--- src/rtl/dac_arb_pkg.sv ---
// Shared types and constants for the DAC write arbiter.
// Optional feature macro: DAC_LDAC_EN (adds the LDAC latch state).
package dac_arb_pkg;

  localparam int FRAME_W = 16;
  localparam int DATA_W  = 12;
  localparam int CFG_W   = 4;
  localparam int NBIT_W  = $clog2(FRAME_W);

  // Header bit positions inside the 4-bit cfg field
  localparam int CFG_AB     = 3;
  localparam int CFG_BUF    = 2;
  localparam int CFG_GA_N   = 1;
  localparam int CFG_SHDN_N = 0;

`ifdef DAC_LDAC_EN
  typedef enum logic [1:0] {
    ST_IDLE  = 2'd0,
    ST_SHIFT = 2'd1,
    ST_GAP   = 2'd2,
    ST_LDAC  = 2'd3
  } tx_state_t;
`else
  typedef enum logic [1:0] {
    ST_IDLE  = 2'd0,
    ST_SHIFT = 2'd1,
    ST_GAP   = 2'd2
  } tx_state_t;
`endif

  function automatic logic [FRAME_W-1:0] mk_frame(
    input logic [CFG_W-1:0]  cfg,
    input logic [DATA_W-1:0] data
  );
    return {cfg, data};
  endfunction

endpackage

--- src/rtl/dac_write_arbiter_spi_frame_tx.sv ---
// spi_frame_tx: serializes one 16-bit DAC frame (cs_n/sck/mosi).
// Ports: clk, rst, i_start, i_frame in; o_done, o_idle, o_cs_n,
// o_sck, o_mosi out (+ o_ldac_n when DAC_LDAC_EN is defined).
module spi_frame_tx
  import dac_arb_pkg::*;
#(
  parameter int SCK_DIV = 256
) (
  input  logic               clk,
  input  logic               rst,
  input  logic               i_start,
  input  logic [FRAME_W-1:0] i_frame,
  output logic               o_done,
  output logic               o_idle,
`ifdef DAC_LDAC_EN
  output logic               o_ldac_n,
`endif
  output logic               o_cs_n,
  output logic               o_sck,
  output logic               o_mosi
);

  localparam int DW = (SCK_DIV > 2) ? $clog2(SCK_DIV) : 1;

  tx_state_t          r_state;
  logic [DW-1:0]      r_div;
  logic [FRAME_W-1:0] r_sh;
  logic [NBIT_W-1:0]  r_nbit;
  logic               r_ph;
  logic               r_done;
  logic               r_cs_n;
  logic               r_sck;
  logic               r_mosi;
`ifdef DAC_LDAC_EN
  logic               r_ldac_n;
`endif

  logic w_tick;
  assign w_tick = (r_div == DW'(SCK_DIV - 1));

  always_ff @(posedge clk) begin
    if (rst) begin
      r_state  <= ST_IDLE;
      r_div    <= '0;
      r_sh     <= '0;
      r_nbit   <= '0;
      r_ph     <= 1'b0;
      r_done   <= 1'b0;
      r_cs_n   <= 1'b1;
      r_sck    <= 1'b0;
      r_mosi   <= 1'b0;
`ifdef DAC_LDAC_EN
      r_ldac_n <= 1'b1;
`endif
    end else begin
      r_done <= 1'b0;
      // Divider runs only while a frame is in flight
      if (r_state == ST_IDLE || w_tick) r_div <= '0;
      else                              r_div <= r_div + 1'b1;
      unique case (r_state)
        ST_IDLE: begin
          if (i_start) begin
            r_sh    <= i_frame;
            r_mosi  <= i_frame[FRAME_W-1];
            r_cs_n  <= 1'b0;
            r_sck   <= 1'b0;
            r_nbit  <= '0;
            r_ph    <= 1'b0;
            r_state <= ST_SHIFT;
          end
        end
        ST_SHIFT: begin
          if (w_tick) begin
            r_sck <= ~r_sck;
            // Falling edge: advance to the next bit
            if (r_sck) begin
              r_sh   <= r_sh << 1;
              r_nbit <= r_nbit + 1'b1;
              if (r_nbit == NBIT_W'(FRAME_W - 1)) begin
                r_mosi  <= 1'b0;
                r_state <= ST_GAP;
              end else begin
                r_mosi <= r_sh[FRAME_W-2];
              end
            end
          end
        end
        ST_GAP: begin
          if (w_tick) begin
            // First gap tick raises cs_n, second ends the gap
            if (!r_ph) begin
              r_cs_n <= 1'b1;
              r_ph   <= 1'b1;
            end else begin
              r_ph <= 1'b0;
`ifdef DAC_LDAC_EN
              r_ldac_n <= 1'b0;
              r_state  <= ST_LDAC;
`else
              r_done   <= 1'b1;
              r_state  <= ST_IDLE;
`endif
            end
          end
        end
`ifdef DAC_LDAC_EN
        ST_LDAC: begin
          if (w_tick) begin
            r_ldac_n <= 1'b1;
            r_done   <= 1'b1;
            r_state  <= ST_IDLE;
          end
        end
`endif
        default: r_state <= ST_IDLE;
      endcase
    end
  end

  assign o_done   = r_done;
  assign o_idle   = (r_state == ST_IDLE);
  assign o_cs_n   = r_cs_n;
  assign o_sck    = r_sck;
  assign o_mosi   = r_mosi;
`ifdef DAC_LDAC_EN
  assign o_ldac_n = r_ldac_n;
`endif

endmodule

--- src/rtl/dac_write_arbiter.sv ---
// Round-robin arbiter granting NREQ writers access to one SPI DAC.
// Ports: clk, rst, req, req_data, req_cfg in; gnt, done, busy, cs_n,
// sck, mosi out (+ ldac_n when DAC_LDAC_EN is defined).
module dac_write_arbiter
  import dac_arb_pkg::*;
#(
  parameter int NREQ    = 4,
  parameter int SCK_DIV = 256
) (
  input  logic                    clk,
  input  logic                    rst,
  input  logic [NREQ-1:0]         req,
  input  logic [NREQ*DATA_W-1:0]  req_data,
  input  logic [NREQ*CFG_W-1:0]   req_cfg,
  output logic [NREQ-1:0]         gnt,
  output logic                    done,
  output logic                    busy,
`ifdef DAC_LDAC_EN
  output logic                    ldac_n,
`endif
  output logic                    cs_n,
  output logic                    sck,
  output logic                    mosi
);

  localparam int PW = $clog2(NREQ);

  logic [PW-1:0]   r_ptr;
  logic [NREQ-1:0] r_gnt;
  logic            r_busy;

  logic [PW-1:0]      w_win;
  logic               w_any;
  logic               w_idle;
  logic               w_start;
  logic [FRAME_W-1:0] w_frame;

  // Scan from the pointer, wrapping, first asserted request wins
  always_comb begin
    int          j;
    logic [PW-1:0] idx;
    w_win = '0;
    w_any = 1'b0;
    j     = 0;
    idx   = '0;
    for (int k = 0; k < NREQ; k++) begin
      j = int'(r_ptr) + k;
      if (j >= NREQ) j = j - NREQ;
      idx = PW'(j);
      if (!w_any && req[idx]) begin
        w_any = 1'b1;
        w_win = idx;
      end
    end
  end

  assign w_start = w_idle & w_any;
  assign w_frame = mk_frame(req_cfg[w_win*CFG_W +: CFG_W],
                            req_data[w_win*DATA_W +: DATA_W]);

  always_ff @(posedge clk) begin
    if (rst) begin
      r_ptr  <= '0;
      r_gnt  <= '0;
      r_busy <= 1'b0;
    end else begin
      r_gnt <= '0;
      if (w_start) begin
        r_gnt  <= NREQ'(1) << w_win;
        r_busy <= 1'b1;
        r_ptr  <= (w_win == PW'(NREQ - 1)) ? '0 : w_win + 1'b1;
      end else if (done) begin
        r_busy <= 1'b0;
      end
    end
  end

  spi_frame_tx #(
    .SCK_DIV (SCK_DIV)
  ) u_tx (
    .clk      (clk),
    .rst      (rst),
    .i_start  (w_start),
    .i_frame  (w_frame),
    .o_done   (done),
    .o_idle   (w_idle),
`ifdef DAC_LDAC_EN
    .o_ldac_n (ldac_n),
`endif
    .o_cs_n   (cs_n),
    .o_sck    (sck),
    .o_mosi   (mosi)
  );

  assign gnt  = r_gnt;
  assign busy = r_busy;

endmodule

--- config.mk ---
export PLATFORM = sky130hd
export DESIGN_NAME = dac_write_arbiter
export DESIGN_NICKNAME = d
export VERILOG_FILES = /design/src/rtl/dac_arb_pkg.sv /design/src/rtl/dac_write_arbiter_spi_frame_tx.sv /design/src/rtl/dac_write_arbiter.sv
export SDC_FILE = /design/constraint.sdc
export NUM_CORES = 1
export LEC_CHECK = 0
export CAP_MARGIN = 20
export CORE_UTILIZATION = 42
export CTS_BUF_LIST = sky130_fd_sc_hd__clkbuf_8
export DETAILED_ROUTE_END_ITERATION = 10
export PLACE_DENSITY_LB_ADDON = 0.08
export SLEW_MARGIN = 20
export SYNTH_ARGS = -nofsm -noshare
export SYNTH_HDL_FRONTEND = slang
export SYNTH_SLANG_ARGS = --single-unit
--- constraint.sdc ---
create_clock -name clk -period 1.9 [get_ports clk]
set_input_delay 0.285 -clock clk [delete_from_list [all_inputs] [get_ports clk]]
set_output_delay 0.285 -clock clk [all_outputs]
set_load 0.01 [all_outputs]
### Yosys cells after proc, flatten, opt, wreduce, memory -nomap -nowiden

Cells that the tools add are included.

| storage, ports and cells | value |
|---|---|
| memory bits (read-only) | 0 |
| memories kept | 0 |
| bits in registers | 41 |
| memory bits (writable) | 0 |
| output and inout port bits | 9 |
| latch bits | 0 |

| operators by class | value |
|---|---|
| add/subtract/negate cells | 10 |
| order comparisons | 8 |
| div/mod/pow operators | 0 |
| muxes and demuxes | 53 |
| shift operators | 3 |
| equal/unequal tests | 12 |
| bitwise gates (word level) | 5 |
| reductions and logical operators | 19 |
| $mul | 1 |

Operators with widths:

| cell | number |
|---|---|
| variable part select 48 x 7 -> 12 bit | 1 |
| 2-to-1 mux 15 bit | 3 |
| 2-to-1 mux 2 bit | 15 |
| case mux 15 bit (2 select lines) | 1 |
| 2-to-1 mux 1 bit | 21 |
| variable part select 16 x 5 -> 4 bit | 1 |
| less-than comparator 2 x 3 -> 1 bit (second input constant) | 4 |
| 2-to-1 mux 4 bit | 3 |
| inequality test 2 x 1 -> 1 bit (second input constant) | 6 |
| >= comparator 3 bit (second input constant) | 3 |
| adder 8 x 1 -> 8 bit (second input constant) | 1 |
| binary-select mux 1 bit (select 2 bit) | 4 |
| == test 8 bit (second input constant) | 1 |
| case mux 1 bit (2 select lines) | 4 |
| case mux 4 bit (2 select lines) | 1 |
| AND reduction 4 bit | 2 |
| subtractor 2 x 1 -> 2 bit (second input constant) | 4 |
| adder 2 x 2 -> 3 bit (second input constant) | 2 |
| case mux 2 bit (3 select lines) | 1 |
| AND reduction 3 bit | 2 |
| AND reduction 6 bit | 1 |
| nonzero test 2 bit | 3 |
| adder 4 x 1 -> 4 bit (second input constant) | 1 |
| == test 2 bit (second input constant) | 2 |
| other kinds (16) | 24 |

### Logic depth before layout (Yosys ltp)

| depth | value |
|---|---|
| depth in word-level cells | 18 |
| gate-level depth with buffers | 8 |
| mapped depth without buffers | 7 |

### By module

Synthesis repeated with hierarchy kept, for this count alone.

| second synthesis, totals | value |
|---|---|
| cells, all modules | 269 |
| area, all modules | 2508.7 sq um |

Modules (own cells, without submodules):

| module | seq. area each (sq um) | times used | cells each | area an instance (sq um) |
|---|---|---|---|---|
| spi_frame_tx | 680.7 | 1 | 181 | 1620.3 |
| dac_write_arbiter | 140.1 | 1 | 88 | 888.4 |

### Worst setup path after synthesis

OpenSTA, ideal clock, no wires.

| timing | value |
|---|---|
| path kind | register -> register |
| from | register u_tx.r_div[0] |
| to | register u_tx.r_sh[13] |
| path buffers | 1 |
| slack | 0.058 ns |
| arrival | 1.725 ns |
| library setup time | 0.117 ns |
| cell stages (with the launch flop) | 9 |
| path through | dfxtp_1 ha_1 nand3_1 nor4_4 nor2_4 nor2_2 nor2_4 buf_4 a32o_1 |

| on the way | value |
|---|---|
| word-level cells in the longest chain between the ends | 3 |

RTL lines:

| item | RTL line | RTL |
|---|---|---|
| start: declaration | dac_write_arbiter_spi_frame_tx.sv:26 | `logic [DW-1:0] r_div;` |
| start signal: assignment | dac_write_arbiter_spi_frame_tx.sv:59 | `else r_div <= r_div + 1'b1;` |
| == test 8 bit | dac_write_arbiter_spi_frame_tx.sv:39 | `assign w_tick = (r_div == DW'(SCK_DIV - 1));` |
| inequality test 2 x 1 -> 1 bit (no source line) | -- |  |
| AND reduction 4 bit (no source line) | -- |  |
| end signal: assignment | dac_write_arbiter_spi_frame_tx.sv:63 | `r_sh <= i_frame;` |
| end signal: assignment | dac_write_arbiter_spi_frame_tx.sv:77 | `r_sh <= r_sh << 1;` |
| end: declaration | dac_write_arbiter_spi_frame_tx.sv:27 | `logic [FRAME_W-1:0] r_sh;` |

Every way passes these cells.
A chain may end at the register's enable or synchronous reset.

### Worst setup path in the final report

| timing | value |
|---|---|
| from | input req[2] |
| to | register u_tx.r_sh[2] |

| on the way | value |
|---|---|
| word-level cells in the longest chain between the ends | 16 |

RTL lines:

| item | RTL line | RTL |
|---|---|---|
| start: declaration | dac_write_arbiter.sv:12 | `input logic [NREQ-1:0] req,` |
| binary-select mux 1 bit (select 2 bit) | dac_write_arbiter.sv:50 | `if (!w_any && req[idx]) begin` |
| 2-to-1 mux 1 bit (not written as such) | dac_write_arbiter.sv:50 |  |
| 2-to-1 mux 1 bit | dac_write_arbiter.sv:50 |  |
| logical NOT 1 bit | dac_write_arbiter.sv:50 |  |
| logical AND 1 bit | dac_write_arbiter.sv:50 |  |
| 2-to-1 mux 1 bit | dac_write_arbiter.sv:50 |  |
| logical NOT 1 bit | dac_write_arbiter.sv:50 |  |
| logical AND 1 bit | dac_write_arbiter.sv:50 |  |
| 2-to-1 mux 1 bit | dac_write_arbiter.sv:50 |  |
| logical NOT 1 bit | dac_write_arbiter.sv:50 |  |
| logical AND 1 bit | dac_write_arbiter.sv:50 |  |
| 2-to-1 mux 2 bit | dac_write_arbiter.sv:50 |  |
| multiplier 2 x 2 -> 4 bit | dac_write_arbiter.sv:59 | `req_data[w_win*DATA_W +: DATA_W]);` |
| variable part select 48 x 7 -> 12 bit | dac_write_arbiter.sv:59 |  |
| 2-to-1 mux 15 bit | dac_write_arbiter_spi_frame_tx.sv:62 | `if (i_start) begin` |
| case mux 15 bit (2 select lines) | dac_write_arbiter_spi_frame_tx.sv:60 | `unique case (r_state)` |

Parallel ways exist; a longest one is shown, timed or not. The select of a mux whose other input is x is not followed.

==> results.yml <==
outcome:
  status: "finished clean"
worst_setup_path:
  crit_type: "primary input to flip-flop"
  crit_path_max_fanout: 7
  required_ns: 2.08
  critPathCaptureType: "flip-flop"
  ff2ff_path_depth: 9
  cp.arrival_ns: 2.00
  cp-start-kind: "primary input"
  rrSetupSlack_ns: 0.09
  r2r-start: "u_tx.r_div[0]"
  reg2reg_to: "u_tx.r_sh[3]"
sta:
  rsz0062_at_grt: "no"
  hold_viol_final: 0
  setup_viol: 0
  finalMaxSlewViolations: 0
  period_share: 0.955
  worst_slew_pin_slew_ns: 0.339
  skew_ns: 0.00922
  tns_ns: 0
  max_freq_mhz: 551
  layout_min_cycle_time_ns: 1.81
  timing.slew.headroom: 0.774
  setup_ws_ns: 0.0851
detailed_routing:
  ant_nets: 0
  first_pass_iters: 4
  vias_per_cell: 5.19
  vias: 2394
  wl_per_cell_um: 13.1
  wirelength_um: 6050
  drc: 0
  drt_iter0_drc: 171
global_routing:
  grt_pass1_wl_um: 10200
  grt_util_all_layers: 0.235
  grt_pass1_vias: 2315
  grtUsageMet1: 0.285
  grt_overflow: 0
  grt_use_met3: 0.0675
  antenna_found_initial: 0
  grt_max_degree: 29
  grt.busiest_layer: "met2"
  grtUsageMet2: 0.412
cts:
  htreeDepth: 2
  clock_sinks: 41
  cts_tree: "done"
  clock_latency_ns: 0.29
  cts_buffers: 5
  ctsHoldBuffers: 0
  clockBufferDepth: 2
  clockRootBuffer: "clkbuf_8"
  clkTransAtPathRegs_ns: 0.07
place:
  place_hpwl_um: 4420
  routabilityCongestion: 0.853
  port_buffers: 78
  preCtsSetupSlack_ns: -0.435
  place_inst: 452
synth:
  yosysSeqAreaShare: 0.363
  syn_area_per_cell_um2: 7.98
  synth_fp_nets: 355
  synth_top_area_cell: "dfxtp_1"
  synth.area.top_cells: "dfxtp_1 36%, nand2_1 11%, a32o_1 6.2%"
  synth_commonest_cells: "64 x nand2_1, 41 x dfxtp_1, 22 x nor2_1"
  synthFlopType: "dfxtp_1"
  ys_warn_count: 0
  synth.most_common_cell: "nand2_1"
  synth_top_area_frac: 0.363
  ys_ff_latch: 41
  synth_cell_types: 47
  syn_area_um2: 2260
  synth_cells: 283
  synth-edff-count: 0
  async_flop_share: 0
floorplan:
  start_util: 0.439
  placementRows: 26
  die_w_um: 75.3
  die_h_um: 75.3
  io_pins: 79
  core_um2: 5140
  die_area_um2: 5670
min_path:
  min_delay_path_depth: 1
  hp-start: "u_tx.r_sh[11]"
  hp-class: "flip-flop to flip-flop"
  hold_end: "u_tx.r_sh[11]"
cells_and_area:
  instances_no_fill: 461
  diodes: 0
  n_fill_cell: 448
  drive_above_1_share: 0.192
  syn_to_final_growth_pct: 57.1
  fin_nets: 464
flow_run:
  maxCapViolations: 0
power:
  leakagePower_nw: 1.39
  ir_worst_vdd_v: 0.000334
  finalPower_mw: 2.37
  p_per_area_nw_per_um2: 669
critical path: stages:
cell	delay, ns
dlygate4sd2_1	0.26
nor2b_4	0.13
a21boi_1	0.13
o32a_2	0.35
buf_6	0.15
nor2_4	0.11
bufbuf_16	0.26
nand3_1	0.07
a32o_1	0.24
repair_timing:
action                     in CTS  in global routing
pin swaps                       2                  2
setup endpoints to repair      17                 22
buffers inserted                1                  1
resized for setup               9                 14
cloned                          1                  0
per-stage QoR:
| step | area (um^2) | hold slack (ns) | utilization |
|---|---|---|---|
| after floorplan | 2260 | 0.430 | - |
| after global placement | 3360 | 0.445 | 0.654 |
| after detailed placement | 3360 | 0.455 | 0.654 |
| after CTS | 3490 | 0.472 | 0.678 |
| after global routing | 3550 | 0.479 | 0.690 |
| final | 3550 | 0.470 | 0.690 |
worst max-delay path by stage:
stage / from / end / cells after the start / slack, ns
after floorplan: u_tx.r_div[0] / u_tx.r_sh[13] / 8 / 0.06
after global placement: req[1] / u_tx.r_sh[14] / 6 / -0.40
after detailed placement: req[1] / u_tx.r_sh[12] / 6 / -0.44
after CTS: u_tx.r_div[0] / u_tx.o_cs_n / 7 / 0.01
after global routing: u_tx.r_div[0] / u_tx.r_sh[5] / 9 / 0.02
final: req[2] / u_tx.r_sh[2] / 9 / 0.09
where the power goes:
| group | internal, mW | switching (mW) |
|---|---|---|
| combinational | 0.476 | 0.383 |
| clock | 0.242 | 0.288 |
| sequential | 0.937 | 0.0474 |
per-layer routing:
metal / wire length [um] / vias up / share of wire
li1: - / 1230 / -
met4: 38 / 0 / 0.0063
met5: 0 / - / 0
met1: 2680 / 1084 / 0.44
met3: 344 / 6 / 0.057
met2: 2990 / 74 / 0.49
registers in the layout, summed over array words and instances, names as in the netlist, 2 cells and up:
signal / flops
u_tx.r_sh: 15
u_tx.r_nbit: 4
u_tx.r_state: 2
r_ptr: 2
u_tx.r_div: 8
gnt: 4
cells in the final DEF (no fill, tap or decap), types with 2 or more instances in the layout:
master,instances
a32o_1,14
mux2i_1,4
xor2_1,3
nor3_1,4
nor4_1,5
nor2b_1,2
nor4b_1,3
nor2b_4,2
dlygate4sd2_1,4
buf_12,3
dfxtp_1,37
nor2_1,20
buf_4,36
nand3_1,20
clkdlybuf4s50_1,74
a211oi_1,2
a21oi_1,21
buf_6,3
clkbuf_8,5
a31oi_1,15
xnor2_1,6
nor2_4,5
nand2b_1,2
dfxtp_2,4
inv_1,3
nand2_1,64
a211o_1,2
cells by family after synthesis:
kind of cell,Yosys count,share of synthesized area
mux,6,0.0294
xor+xnor,9,0.0349
simple gates,139,0.300
buf+inv,22,0.0504
fa+ha+maj,2,0.0111
flops,41,0.363
compound gates,64,0.211
final cells by class:
type / instances / area, um^2 / share of cell area
Multi-Input combinational cell: 220 / 1380 / 0.388
Sequential cell: 41 / 826 / 0.233
Tap cell: 70 / 87.6 / 0.0247
Clock inverter: 1 / 5.00 / 0.00141
Inverter: 3 / 11.3 / 0.00317
Clock buffer: 5 / 68.8 / 0.0194
Timing Repair Buffer: 121 / 1170 / 0.330
Power figures use the tool's default switching activity.
